## config.mk

```make
export PLATFORM = sky130hd
export DESIGN_NAME = round_referee
export DESIGN_NICKNAME = d
export VERILOG_FILES = /design/src/rtl/game_pkg.sv /design/src/rtl/round_timer.sv /design/src/rtl/round_referee.sv
export SDC_FILE = /design/constraint.sdc
export NUM_CORES = 1
export LEC_CHECK = 0
export CAP_MARGIN = 0
export CORE_AREA = 2 2 39 41
export CTS_CLUSTER_SIZE = 30
export DETAILED_ROUTE_END_ITERATION = 8
export DIE_AREA = 0 0 41 43
export PLACE_DENSITY_LB_ADDON = 0.2
export SETUP_SLACK_MARGIN = 0.3
export SYNTH_ARGS = -nofsm -noshare
export SYNTH_HDL_FRONTEND = slang
export SYNTH_HIERARCHICAL = 1
export SYNTH_SLANG_ARGS = --single-unit
export TNS_END_PERCENT = 50
```

## constraint.sdc

```tcl
create_clock -name clk -period 1.39 [get_ports clk]
set_input_delay 0.139 -clock clk [delete_from_list [all_inputs] [get_ports clk]]
set_output_delay 0.139 -clock clk [all_outputs]
set_load 0.03 [all_outputs]
```

## src/rtl/game_pkg.sv

```systemverilog
// Shared types and constants for the reaction-game referee and its score counters.
package game_pkg;

  localparam int unsigned SCORE_W = 3;
  localparam logic [SCORE_W-1:0] SCORE_MAX = 3'd7;

  typedef enum logic [2:0] {
    COUNTDOWN,
    ARMED,
    SCORE,
    SETTLE,
    GAMEOVER
  } ref_state_t;

  typedef enum logic [1:0] {
    NONE = 2'b00,
    P1   = 2'b01,
    P2   = 2'b10,
    TIE  = 2'b11
  } winner_t;

endpackage

```

## src/rtl/round_timer.sv

```systemverilog
// Loadable down-counter for the pre-go countdown; done while the count is zero.
module round_timer #(
  parameter int unsigned DELAY_CYCLES = 8
) (
  input  logic clk,
  input  logic load,
  output logic done
);

  localparam int unsigned W = (DELAY_CYCLES > 1) ? $clog2(DELAY_CYCLES) : 1;
  localparam logic [W-1:0] LOAD_VAL = W'(DELAY_CYCLES - 1);

  logic [W-1:0] cnt;

  always_ff @(posedge clk) begin
    if (load)
      cnt <= LOAD_VAL;
    else if (cnt != '0)
      cnt <= cnt - 1'b1;
  end

  assign done = (cnt == '0);

endmodule

```

## src/rtl/round_referee.sv

```systemverilog
// Round sequencer and first-press arbiter for the two-player reaction game.
// Optional macro FALSE_START_EN: a press during the countdown awards the round to the opponent.
module round_referee
  import game_pkg::*;
#(
  parameter int unsigned DELAY_CYCLES = 8
) (
  input  logic               clk,
  input  logic               reset,
  input  logic               p1_press,
  input  logic               p2_press,
  input  logic [SCORE_W-1:0] p1_score,
  input  logic [SCORE_W-1:0] p2_score,
  output logic               go,
  output logic               p1_win,
  output logic               p1_lose,
  output logic               p2_win,
  output logic               p2_lose,
  output logic [1:0]         winner,
  output logic               game_over
);

  ref_state_t state_q, state_d;
  winner_t    winner_q, winner_d;
  logic       timer_done;
  logic       timer_load;

  // Timer is held at its reload value outside COUNTDOWN, so every entry starts a full count.
  assign timer_load = reset || (state_q != COUNTDOWN);

  round_timer #(.DELAY_CYCLES(DELAY_CYCLES)) u_timer (
    .clk  (clk),
    .load (timer_load),
    .done (timer_done)
  );

  always_ff @(posedge clk) begin
    if (reset) begin
      state_q  <= COUNTDOWN;
      winner_q <= NONE;
    end else begin
      state_q  <= state_d;
      winner_q <= winner_d;
    end
  end

  always_comb begin
    state_d   = state_q;
    winner_d  = winner_q;
    go        = 1'b0;
    p1_win    = 1'b0;
    p1_lose   = 1'b0;
    p2_win    = 1'b0;
    p2_lose   = 1'b0;
    game_over = 1'b0;
    unique case (state_q)
      COUNTDOWN: begin
`ifdef FALSE_START_EN
        if (p1_press && p2_press) begin
          winner_d = TIE;
          state_d  = SETTLE;
        end else if (p1_press) begin
          winner_d = P2;
          state_d  = SCORE;
        end else if (p2_press) begin
          winner_d = P1;
          state_d  = SCORE;
        end else if (timer_done) begin
          state_d = ARMED;
        end
`else
        if (timer_done)
          state_d = ARMED;
`endif
      end
      ARMED: begin
        go = 1'b1;
        if (p1_press && p2_press) begin
          winner_d = TIE;
          state_d  = SETTLE;
        end else if (p1_press) begin
          winner_d = P1;
          state_d  = SCORE;
        end else if (p2_press) begin
          winner_d = P2;
          state_d  = SCORE;
        end
      end
      SCORE: begin
        p1_win  = (winner_q == P1);
        p2_lose = (winner_q == P1);
        p2_win  = (winner_q == P2);
        p1_lose = (winner_q == P2);
        state_d = SETTLE;
      end
      SETTLE: begin
        if ((p1_score == SCORE_MAX) || (p2_score == SCORE_MAX))
          state_d = GAMEOVER;
        else
          state_d = COUNTDOWN;
      end
      GAMEOVER: begin
        game_over = 1'b1;
      end
      default: state_d = COUNTDOWN;
    endcase
  end

  assign winner = winner_q;

endmodule
```

==> Word level (Yosys, flattened, before mapping) <==
Index checks and enable logic that the tools add are counted.
{ "classes": {"n_eq_ne": 10, "shift": 0, "bitwise": 1, "order_cmp": 0, "n_mul": 0, "n_reduce_logical": 10, "mux": 13, "addsub": 1, "div_mod_pow": 0} }
{ "ops": {"columns": ["operator", "n"], "rows": [
  ["$mux 3", 5],
  ["$pmux 3 s5", 1],
  ["$eq 3x3->1 const B", 3],
  ["$reduce_bool 3->1", 3],
  ["$eq 3x2->1 const B", 2],
  ["$logic_not 3->1", 2],
  ["$mux 2", 3],
  ["$mux 1", 4],
  ["$ne 4x4->1 const B", 1],
  ["$eq 3x1->1 const B", 1],
  ["$reduce_and 3->1", 1],
  ["$sub 3x1->3 const B", 1],
  ["$eq 2x1->1 const B", 1],
  ["$eq 2x2->1 const B", 1],
  ["$logic_or 1x1->1", 2],
  ["$ne 2x2->1 const B", 1],
  ["$reduce_and 2->1", 1],
  ["$logic_and 1x1->1", 1],
  ["$not 1->1", 1]
]} }
{ "totals": {"regBits": 8, "mem_count": 0, "word_cells": 38, "mem_bits_ro": 0, "latch_bits": 0, "ramBits": 0, "out_inout_bits": 8} }

==> Depth between registers and ports, before layout <==
Gate-level depths: netlist (run 1).
{ "logic_depth": {"ltp_word": 4, "mapped_depth": 5} }

==> Hierarchy <==
Netlist (run 1), hierarchy kept.
{ "modules_own_cells": {"columns": ["module", "instances", "cells_per_inst", "area_each_um2"], "rows": [
  ["round_referee", 1, 33, 299.0],
  ["round_timer", 1, 17, 165.2]
]} }

==> Least setup slack after synthesis (run 1) <==
No wires, ideal clock.
{ "synth_path": {"path_kind": "register to output", "start": "register winner_q[0], in the netlist winner[0]", "end": "output p2_lose", "stages_incl_launch_ff": 3, "t_required_ns": 1.251, "path_slack_ns": -0.752, "arrival_time_ns": 2.003, "cell_sequence": "dfxtp_1 nor4b_1 buf_4"} }
{ "synth_between": {"elab_chain_cells": 2} }
{ "synth_rtl": {"columns": ["element", "line_no", "rtl"], "rows": [
  ["start: declaration", "round_referee.sv:24", "winner_t winner_q, winner_d;"],
  ["start signal: assignment", "round_referee.sv:43", "winner_q <= winner_d;"],
  ["$eq 2x1->1", null, null],
  ["$mux 1", null, null],
  ["end: declaration", "round_referee.sv:18", "output logic p2_lose,"]
]} }
No other way between the ends.

==> Final worst setup path (run 1) <==
{ "layout_path": {"start": "register state_q[2]", "end": "output p2_win"} }
{ "layout_between": {"elab_chain_cells": 2} }
{ "layout_rtl": {"columns": ["element", "line_no", "rtl"], "rows": [
  ["start: declaration", "round_referee.sv:23", "ref_state_t state_q, state_d;"],
  ["start signal: assignment", "round_referee.sv:42", "state_q <= state_d;"],
  ["$eq 3x2->1", "round_referee.sv:56", "unique case (state_q)"],
  ["$mux 1", "round_referee.sv:56", null],
  ["end: declaration", "round_referee.sv:17", "output logic p2_win,"]
]} }
No other way between the ends.

==> metrics, run 1 <==
Num CTS Buffers 3; element type at the critical path end output port; first-pass GRT wire length 1.649 mm; Finished Cell Area 752.0 um2; final worst path period need 1.332 ns; worst hold path startpoint winner[0]$_SDFFE_PP0P_; mapped cell area 464.2 um2; gpl congestion 0.7638; gr usage total 14.08%; final setup vio count 0; VDD IR max 569.0 uV; Yosys cell types 25; Leakage Power 0.2797 nW; Final period util 95.80%; worst hold slack 0.4866 ns; Post-Place Cell Area 668.1 um2; # nets final 85; hold buffer count at CTS 0; core area 1384 um2; Ports 18; Final ANT Viol Nets 0; Initial Utilization 33.54%; clk_skew 0.001381 ns; H-tree Lvls 1; slew of the pin with the lowest slew margin 0.2666 ns; layout cells sized above 1 50.70%; largest net degree at the start of global routing 10; fin cells 87; Area Overhead vs Synth 61.99%; Crit Path Max Fanout 3; Die X 41 um; cell total after placement 82; sequential area share after synthesis 34.50%; dpl ws 0.1853 ns; via count 429; CP startpoint state_q[2]$_SDFFE_PP0P_; mean post-synth cell area 9.284 um2; DIE AREA 1763 um2; Data arrival, critical path 1.19 ns; fmax 751.0 MHz; clock sinks 8; hold violation total from the final report 0; cells after synthesis 50; DP HPWL 798.6 um; Fin Setup TNS 0 ns; Slew HR 82.15%; initial antenna violation count 0; row cnt 14; initial drt markers 6; Ys Warns 6; DRC viols 0; final core occ 54.34%; CTS clk-pin slew, worst paths 0.05 ns; Pre-antenna DRT Iters 3; CP startpoint kind flop; Setup Crit Path Kind flop to output port; total wire length 1.024 mm; M1 GR Usage 14.89%; ANT cells 0; worst skew pair latency 0.24 ns; Crit path max-delay family simple AND/OR/NAND/NOR gates; worst path buffer plus inverter count 1; met2 Use GR 21.88%; critical path, cell by cell nand2b_4 > nor4b_4 > buf_6; via-per-instance ratio 4.931; Power Dens Cells 729.3 nW/um2; wire per inst 11.77 um; CTS root buffer clkbuf_4; Final Power 0.5484 mW; Final WS setup 0.05840 ns; Pins Over Slew Limit 0; register area 176.4 um2; RSZ-0062 raised after global routing true; Longest Clk Path Bufs 2; vias in the first global route 433; MaxCap Viol Count 0; Slowest-stage cell, CP dfxtp_4; Hold Path Class flop to flop; Req. time, crit path 1.25 ns; FF-to-FF Start u_timer/cnt[0]$_SDFFE_PP1P_; CTS tree built; GRT overflow 0; dominant cells by area after synthesis dfxtp_1 35%, mux2i_1 6.5%, ha_1 5.4%; number of fillers in the final layout 131; Port-buffer cells 17; Max stage delay on crit path 0.34 ns; synthesized flop and latch total 8; syn_nets 62; die height 43 um; outcome complete, no violations; area taken by multi-input logic gates 339.1 um2; Synth top area share 34.50%; most used routing layer met2; Synth area leader dfxtp_1; GRT met3 Usage 3.665%
==> worst paths after layout <==
kind / endpoint / slack, ns / cells past startpoint
setup / recovery: p2_win / 0.06 / 3
hold / removal: winner[0]$_SDFFE_PP0P_ / 0.49 / 2
setup reg to reg: state_q[0]$_SDFFE_PP0P_ / 0.28 / 4
hold reg to reg: winner[0]$_SDFFE_PP0P_ / 0.49 / 2
==> kinds of logic after synthesis <==
logic type,Yosys count,share of synthesized area (%)
buf+inv,6,6.736
fa+ha+maj,2,5.390
flops,8,34.50
mux,3,6.469
compound gates,8,13.48
simple gates,22,31.54
xor+xnor,1,1.887
==> report_power, final <==
group / switching [mW] / internal (mW) / leakage, nW
registers: 0.0183 / 0.244 / 0.0682
clock network: 0.0644 / 0.0978 / 0.0138
logic: 0.0540 / 0.0699 / 0.198
total: 0.137 / 0.412 / 0.280
==> what timing repair did <==
action	4_1_cts	5_1_grt
pin swaps	2	2
setup endpoints to repair	13	13
gates resized for setup	9	17
setup buffers	2	0
==> flip-flops by register name, indices dropped and copies added, names as in the netlist <==
| register | flops |
|---|---|
| state_q | 3 |
| winner | 2 |
| u_timer/cnt | 3 |
==> layout make-up <==
type	count	area share, %
sequential	8	23.46
timing repair buffer	21	24.29
tap	16	2.662
multi-input combinational	36	45.09
inverter	3	1.498
clock buffer	3	2.995
==> per-layer routing <==
layer / routed length (um) / share of wire, %
met1: 394 / 38
met2: 529 / 52
met3: 74 / 7.2
met4: 26 / 2.5
met5: 0 / 0
==> synth_stat cells <==
library cell / instances
ha_1: 2
o311a_2: 1
nor2_1: 5
nor3_1: 2
nor4b_2: 1
nor4b_1: 1
xor2_1: 1
a211o_1: 1
buf_2: 1
nor2b_4: 1
and2_4: 1
nor2b_1: 3
mux2i_1: 3
nand3_1: 2
dfxtp_1: 8
a21oi_1: 2
nand2b_2: 1
nand4bb_1: 2
buf_4: 2
o21ba_2: 1
inv_1: 3
nand2_1: 3
a211oi_1: 1
o21ba_1: 1
o21ai_0: 1
==> placed cells by master (no fill, tap or decap), types with 2 or more instances in the layout <==
cell | netlist | routed
a21oi_1 | 2 | 2
buf_4 | 2 | 8
buf_6 | 0 | 2
clkbuf_4 | 0 | 3
clkdlybuf4s50_1 | 0 | 9
dfxtp_2 | 0 | 4
dfxtp_4 | 0 | 3
inv_2 | 0 | 2
mux2i_1 | 3 | 3
nand2_1 | 3 | 2
nand3_1 | 2 | 2
nand4bb_1 | 2 | 2
nor2_1 | 5 | 4
nor2b_1 | 3 | 3
nor4b_4 | 0 | 2
==> worst min-delay path: cells and delay by family (launching register included) <==
family | cells | cell delay, ns
and+or+nand+nor | 1 | 0.06
DFF | 1 | 0.34
AOI/OAI and AO/OA | 1 | 0.05
No activity file was read; power rests on OpenSTA's default activity.
==> run 2: changes to the inputs <==
--- a/config.mk
+++ b/config.mk
@@ -10,7 +10,7 @@
 export CTS_CLUSTER_SIZE = 30
 export DETAILED_ROUTE_END_ITERATION = 8
 export DIE_AREA = 0 0 41 43
-export PLACE_DENSITY_LB_ADDON = 0.2
+export PLACE_DENSITY = 0.64
 export SETUP_SLACK_MARGIN = 0.3
 export SYNTH_ARGS = -nofsm -noshare
 export SYNTH_HDL_FRONTEND = slang
==> run 2 against run 1 <==
Against the previous run: sequential power about the same; non-clock buffer count unchanged; count of clock-buffer cells in the layout unchanged; via count increased by 2.8%; routed wire length increased by 2.7%; clock power increased by 9%; utilization decreased by 0.27 points; largest power group unchanged.
==> metrics, run 2 (synthesis gave the netlist of run 1 again) <==
outcome complete, no violations; Hold Path Class flop to flop; initial drt markers 1; via count 441; RSZ-0062 raised after global routing true; GRT overflow 0; Pre-antenna DRT Iters 4; worst skew pair latency 0.26 ns; worst path buffer plus inverter count 2; H-tree Lvls 1; Slowest-stage cell, CP dfxtp_2; final worst path period need 1.354 ns; gpl congestion 0.6709; Sw Ratio 26.25%; ANT cells 0; Data arrival, critical path 1.21 ns; Crit Path Max Fanout 8; Final ANT Viol Nets 0; final setup vio count 0; worst hold slack 0.4887 ns; die height 43 um; DRC viols 0; final core occ 54.07%; Setup Crit Path Kind flop to output port; core area 1384 um2; Req. time, crit path 1.25 ns; fin cells 87; Initial Utilization 33.54%; via-per-instance ratio 5.069; worst hold path startpoint winner[1]$_SDFFE_PP0P_; Sequential Power Share 45.8%; VDD IR max 477.8 uV; Int Power 0.4215 mW; DIE AREA 1763 um2; most frequent cells in the layout 9 x clkdlybuf4s50_1, 7 x dfxtp_2, 6 x buf_4; DP HPWL 799.7 um; combinational fraction of design power 23.3%; R2R depth 4; NetSw 0.1500 mW; CTS root buffer clkbuf_4; MaxCap Viol Count 0; M1 GR Usage 18.30%; commonest non-fill, non-tap cell in the layout clkdlybuf4s50_1; Ports 18; Crit path max-delay family buffers and inverters; met2 Use GR 20.31%; Area Overhead vs Synth 61.19%; Hold Path Depth 2; Pins Over Slew Limit 0; FF-to-FF Start u_timer/cnt[1]$_SDFFE_PP1P_; Worst R2R Setup Slack 0.27 ns; slew of the pin with the lowest slew margin 0.2495 ns; # nets final 85; initial antenna violation count 0; wire per inst 12.09 um; Final Power 0.5715 mW; CP startpoint kind flop; cell total after placement 83; critical path, cell by cell buf_6 > nor4b_4 > buf_4; gr usage total 14.73%; clk_skew 0.008931 ns; total wire length 1.052 mm; Slew HR 83.27%; Port-buffer cells 17; Final period util 97.40%; vias in the first global route 406; element type at the critical path end output port; largest net degree at the start of global routing 9; hold violation total from the final report 0; fmax 738.6 MHz; worst r2r dst state_q[0]$_SDFFE_PP0P_; Leakage Power 0.2863 nW; Max stage delay on crit path 0.32 ns; most used routing layer met2; Die X 41 um; hold endpoint winner[1]$_SDFFE_PP0P_; Num CTS Buffers 3; Longest Clk Path Bufs 2; row cnt 14; clock sinks 8; clock power share 30.9%; CTS tree built; layout cells sized above 1 47.89%; first-pass GRT wire length 1.704 mm; CTS clk-pin slew, worst paths 0.06 ns; Power Dens Cells 763.8 nW/um2; GRT met3 Usage 5.236%
## run 2: cell types whose count changed in the layout (fill, tap and decap cells not counted), moves of 2 or more
cell     change
dfxtp_2      +3
dfxtp_4      -3
buf_4        -2
buf_6        +2
## run 2: cell type report
cell class | count | area (um2)
clock buffer | 3 | 22.52
fill | 135 | 635.6
inverter | 3 | 11.26
multi-input combinational | 36 | 335.3
sequential | 8 | 168.9
tap | 16 | 20.02
timing repair buffer | 21 | 190.2
## run 2: what timing repair did
item | in CTS | in global routing
hold buffers | 0 | 0
setup buffers | 1 | 0
endpoints found under the setup margin | 9 | 13
pin swaps | 3 | 3
resized for setup | 24 | 8
## run 2: worst max path at each step
stage | start | to | slack [ns] | cells past startpoint
6_report | state_q[0]$_SDFFE_PP0P_ | p1_win | 0.04 | 3
3_5_place_dp | state_q[0]$_SDFFE_PP0P_ | game_over | 0.008 | 3
4_1_cts | state_q[2]$_SDFFE_PP0P_ | p1_win | 0.02 | 3
2_1_floorplan | state_q[2]$_SDFFE_PP0P_ | p2_win | -0.004 | 3
5_1_grt | state_q[2]$_SDFFE_PP0P_ | p2_lose | -0.05 | 3
3_3_place_gp | state_q[0]$_SDFFE_PP0P_ | game_over | 0.02 | 3
## run 2: worst reg2reg max path, stage by stage (launching register included)
cell,delay (ns)
dfxtp_2,0.33
inv_2,0.05
ha_4,0.15
nor2b_4,0.13
o311a_4,0.34
## run 2: through the flow
step            TNS [ns]  setup slack (ns)  instance area (um2)
2_1_floorplan  -0.006669         -0.003862                498.0
3_3_place_gp           0           0.02303                678.2
3_5_place_dp           0          0.008195                678.2
4_1_cts                0           0.01748                752.0
5_1_grt          -0.1905          -0.04897                748.2
6_report               0           0.03616                748.2
## run 2: per-layer routing
| metal | routed length (um) | vias to the layer above |
|---|---|---|
| met5 | 0 | - |
| met4 | 34 | 0 |
| met3 | 95 | 5 |
| met2 | 465 | 17 |
| met1 | 457 | 203 |
| li1 | - | 216 |
## run 2: power groups by stage
stage	logic [mW]	registers, mW	clock network [mW]
after floorplan	0.0626	0.264	0
after detailed placement	0.115	0.262	0
after global placement	0.114	0.261	0
final	0.133	0.261	0.177
after global routing	0.145	0.263	0.198
after CTS	0.133	0.261	0.183
==> run 3: changes to the inputs <==
--- a/config.mk
+++ b/config.mk
@@ -7,13 +7,13 @@
 export LEC_CHECK = 0
 export CAP_MARGIN = 0
 export CORE_AREA = 2 2 39 41
+export CTS_BUF_LIST = sky130_fd_sc_hd__clkbuf_8
 export CTS_CLUSTER_SIZE = 30
 export DETAILED_ROUTE_END_ITERATION = 8
 export DIE_AREA = 0 0 41 43
-export PLACE_DENSITY = 0.64
+export PLACE_DENSITY = 0.74
 export SETUP_SLACK_MARGIN = 0.3
 export SYNTH_ARGS = -nofsm -noshare
 export SYNTH_HDL_FRONTEND = slang
-export SYNTH_HIERARCHICAL = 1
 export SYNTH_SLANG_ARGS = --single-unit
 export TNS_END_PERCENT = 50
==> run 3 against run 2 <==
Against the previous run: setup slack better by 0.12 ns; cell count fell by 3.4%; utilization down 2.2 points; global-route usage is 0.96 points lower; maximum frequency increased by 9.6%.
==> metrics, run 3 <==
via-per-instance ratio 5.060; H-tree Lvls 1; worst path buffer plus inverter count 1; worst skew pair latency 0.23 ns; combinational family with the most area after synthesis simple AND/OR/NAND/NOR gates; row cnt 14; Data arrival, critical path 1.10 ns; hold violation total from the final report 0; Worst R2R Setup Slack 0.19 ns; Post-Synth Adder-Cell Area 5.405%; Finished Cell Area 718.2 um2; clk_skew 0.0004083 ns; outcome complete, no violations; first-pass GRT wire length 1.635 mm; number of synthesized flops with an enable pin 0; worst r2r dst u_timer.cnt[1]$_SDFFE_PP1P_; clock sinks 8; DRC viols 0; CTS tree built; Max stage delay on crit path 0.35 ns; slew of the pin with the lowest slew margin 0.3228 ns; DIE AREA 1763 um2; Req. time, crit path 1.25 ns; fmax 809.3 MHz; Setup Crit Path Kind flop to output port; most frequent cells after synthesis 8 x dfxtp_1, 5 x nand2_1, 3 x a21oi_1, 3 x nor2_1; core area 1384 um2; Final ANT Viol Nets 0; Fin Setup TNS 0 ns; dominant cells by area after synthesis dfxtp_1 35%, ha_1 5.4%, buf_6 4.9%; Die X 41 um; element type at the critical path end output port; GRT overflow 0; initial drt markers 6; commonest non-fill, non-tap cell in the layout clkdlybuf4s50_1; top-count cell post-synth dfxtp_1; Area Overhead vs Synth 55.14%; final setup vio count 0; largest net degree at the start of global routing 13; ANT cells 0; Initial Utilization 33.45%; vias in the first global route 405; Post-synth ARST share 0%; Yosys cell types 25; total wire length 1.006 mm; hold endpoint winner[1]$_SDFFE_PP0P_; mean post-synth cell area 9.645 um2; critical path, cell by cell nor2_4 > and4b_2 > buf_6; Num CTS Buffers 3; MaxCap Viol Count 0; Crit Path Max Fanout 4; Slew HR 78.30%; worst hold path startpoint winner[1]$_SDFFE_PP0P_; initial antenna violation count 0; Synth Flop Type dfxtp_1; Pre-antenna DRT Iters 4; Hold Path Depth 2; CTS root buffer clkbuf_8; syn_nets 60; Port-buffer cells 17; R2R depth 5; RSZ-0062 raised after global routing true; Hold Path Class flop to flop; die height 43 um; DP HPWL 722.1 um; Synth area leader dfxtp_1; Leakage Power 0.3089 nW; Pins Over Slew Limit 0; Slowest-stage cell, CP dfxtp_4; gr usage total 13.77%; VDD IR max 536.5 uV; Crit path max-delay family simple AND/OR/NAND/NOR gates; most frequent cells in the layout 9 x clkdlybuf4s50_1, 7 x buf_4, 5 x nand2_1; gpl congestion 0.6943; Longest Clk Path Bufs 2; mux cell area share after synthesis 6.757%; # nets final 82; Post-Place Cell Area 611.8 um2; CTS clk-pin slew, worst paths 0.04 ns; FF-to-FF Start u_timer.cnt[0]$_SDFFE_PP1P_; Final period util 88.90%; hold buffer count at CTS 0; XOR/XNOR Fraction of Synth Area 3.784%; Ys Warns 0; complex-gate fraction of the synthesized area 10.81%; Ports 18; via count 425; wire per inst 11.98 um; CP startpoint kind flop; Power Dens Cells 893.5 nW/um2; final worst path period need 1.236 ns; mapped cell area 462.9 um2; sequential area share after synthesis 34.59%; cells after synthesis 48; Synth top area share 34.59%; post-synthesis simple-gate area fraction 28.92%; synthesized flop and latch total 8; layout cells sized above 1 36.76%
-- run 3: tightest hold or removal path: cells and delay by family (launching register included) --
kind | cells | cell delay (ns)
AND/OR/NAND/NOR | 1 | 0.05
flip-flops | 1 | 0.33
AO/OA/AOI/OAI | 1 | 0.06
-- run 3: worst max-delay path by stage --
stage                                           start                           to  slack [ns]  depth (start not counted)
final                         state_q[0]$_SDFFE_PP0P_                       p1_win        0.15                          3
after global routing      u_timer.cnt[0]$_SDFFE_PP1P_  u_timer.cnt[1]$_SDFFE_PP1P_        0.11                          5
after CTS                     state_q[2]$_SDFFE_PP0P_                       p1_win        0.16                          3
after detailed placement  u_timer.cnt[0]$_SDFFE_PP1P_  u_timer.cnt[1]$_SDFFE_PP1P_        0.10                          5
after global placement    u_timer.cnt[0]$_SDFFE_PP1P_  u_timer.cnt[1]$_SDFFE_PP1P_        0.16                          5
after floorplan               state_q[0]$_SDFFE_PP0P_                       p2_win        0.15                          4
-- run 3: where the power goes --
part / total [mW] / internal (mW) / leakage, nW / switching, mW
logic: 0.105 / 0.0606 / 0.219 / 0.0439
registers: 0.254 / 0.242 / 0.0686 / 0.0119
clock network: 0.283 / 0.188 / 0.0216 / 0.0950
-- run 3: area by class of cell --
| type | instances | area [um2] |
|---|---|---|
| fill | 138 | 665.6 |
| multi-input combinational | 34 | 279.0 |
| timing repair buffer | 21 | 196.4 |
| sequential | 8 | 173.9 |
| clock buffer | 3 | 41.29 |
| tap | 16 | 20.02 |
| inverter | 2 | 7.507 |
-- run 3: per-layer routing --
| metal | GRT usage (%) | wire [um] | up-vias |
|---|---|---|---|
| li1 | - | - | 207 |
| met1 | 15.48 | 403 | 196 |
| met2 | 21.25 | 487 | 19 |
| met3 | 3.141 | 92 | 3 |
| met4 | 10.00 | 22 | 0 |
| met5 | 0 | 0 | - |
-- run 3: through the flow --
step / worst slack (ns) / total power [mW] / utilization [%] / cells / hold WS, ns
final: 0.1543 / 0.6417 / 51.90 / 84 / 0.4796
after global routing: 0.1118 / 0.6797 / 51.90 / 84 / 0.4937
after CTS: 0.1580 / 0.6435 / 50.72 / 83 / 0.4795
after detailed placement: 0.1008 / 0.3608 / 44.21 / 77 / 0.4735
after global placement: 0.1639 / 0.3574 / 44.21 / 77 / 0.4607
after floorplan: 0.1484 / 0.3196 / - / 48 / 0.2007
-- run 3: cells by family (layout without fill, tap and decap cells) --
| group | Yosys count | after routing |
|---|---|---|
| XOR/XNOR | 2 | 2 |
| multiplexers | 3 | 3 |
| AO/OA/AOI/OAI | 7 | 7 |
| flip-flops | 8 | 8 |
| buffers and inverters | 6 | 26 |
| AND/OR/NAND/NOR | 20 | 20 |
| adder cells (fa/ha/maj) | 2 | 2 |
-- run 3: timing repair --
action                                  in CTS  in global routing
pin swaps                                    1                  2
gates resized for setup                     14                  2
setup buffers                                3                  1
endpoints found under the setup margin      11                 12
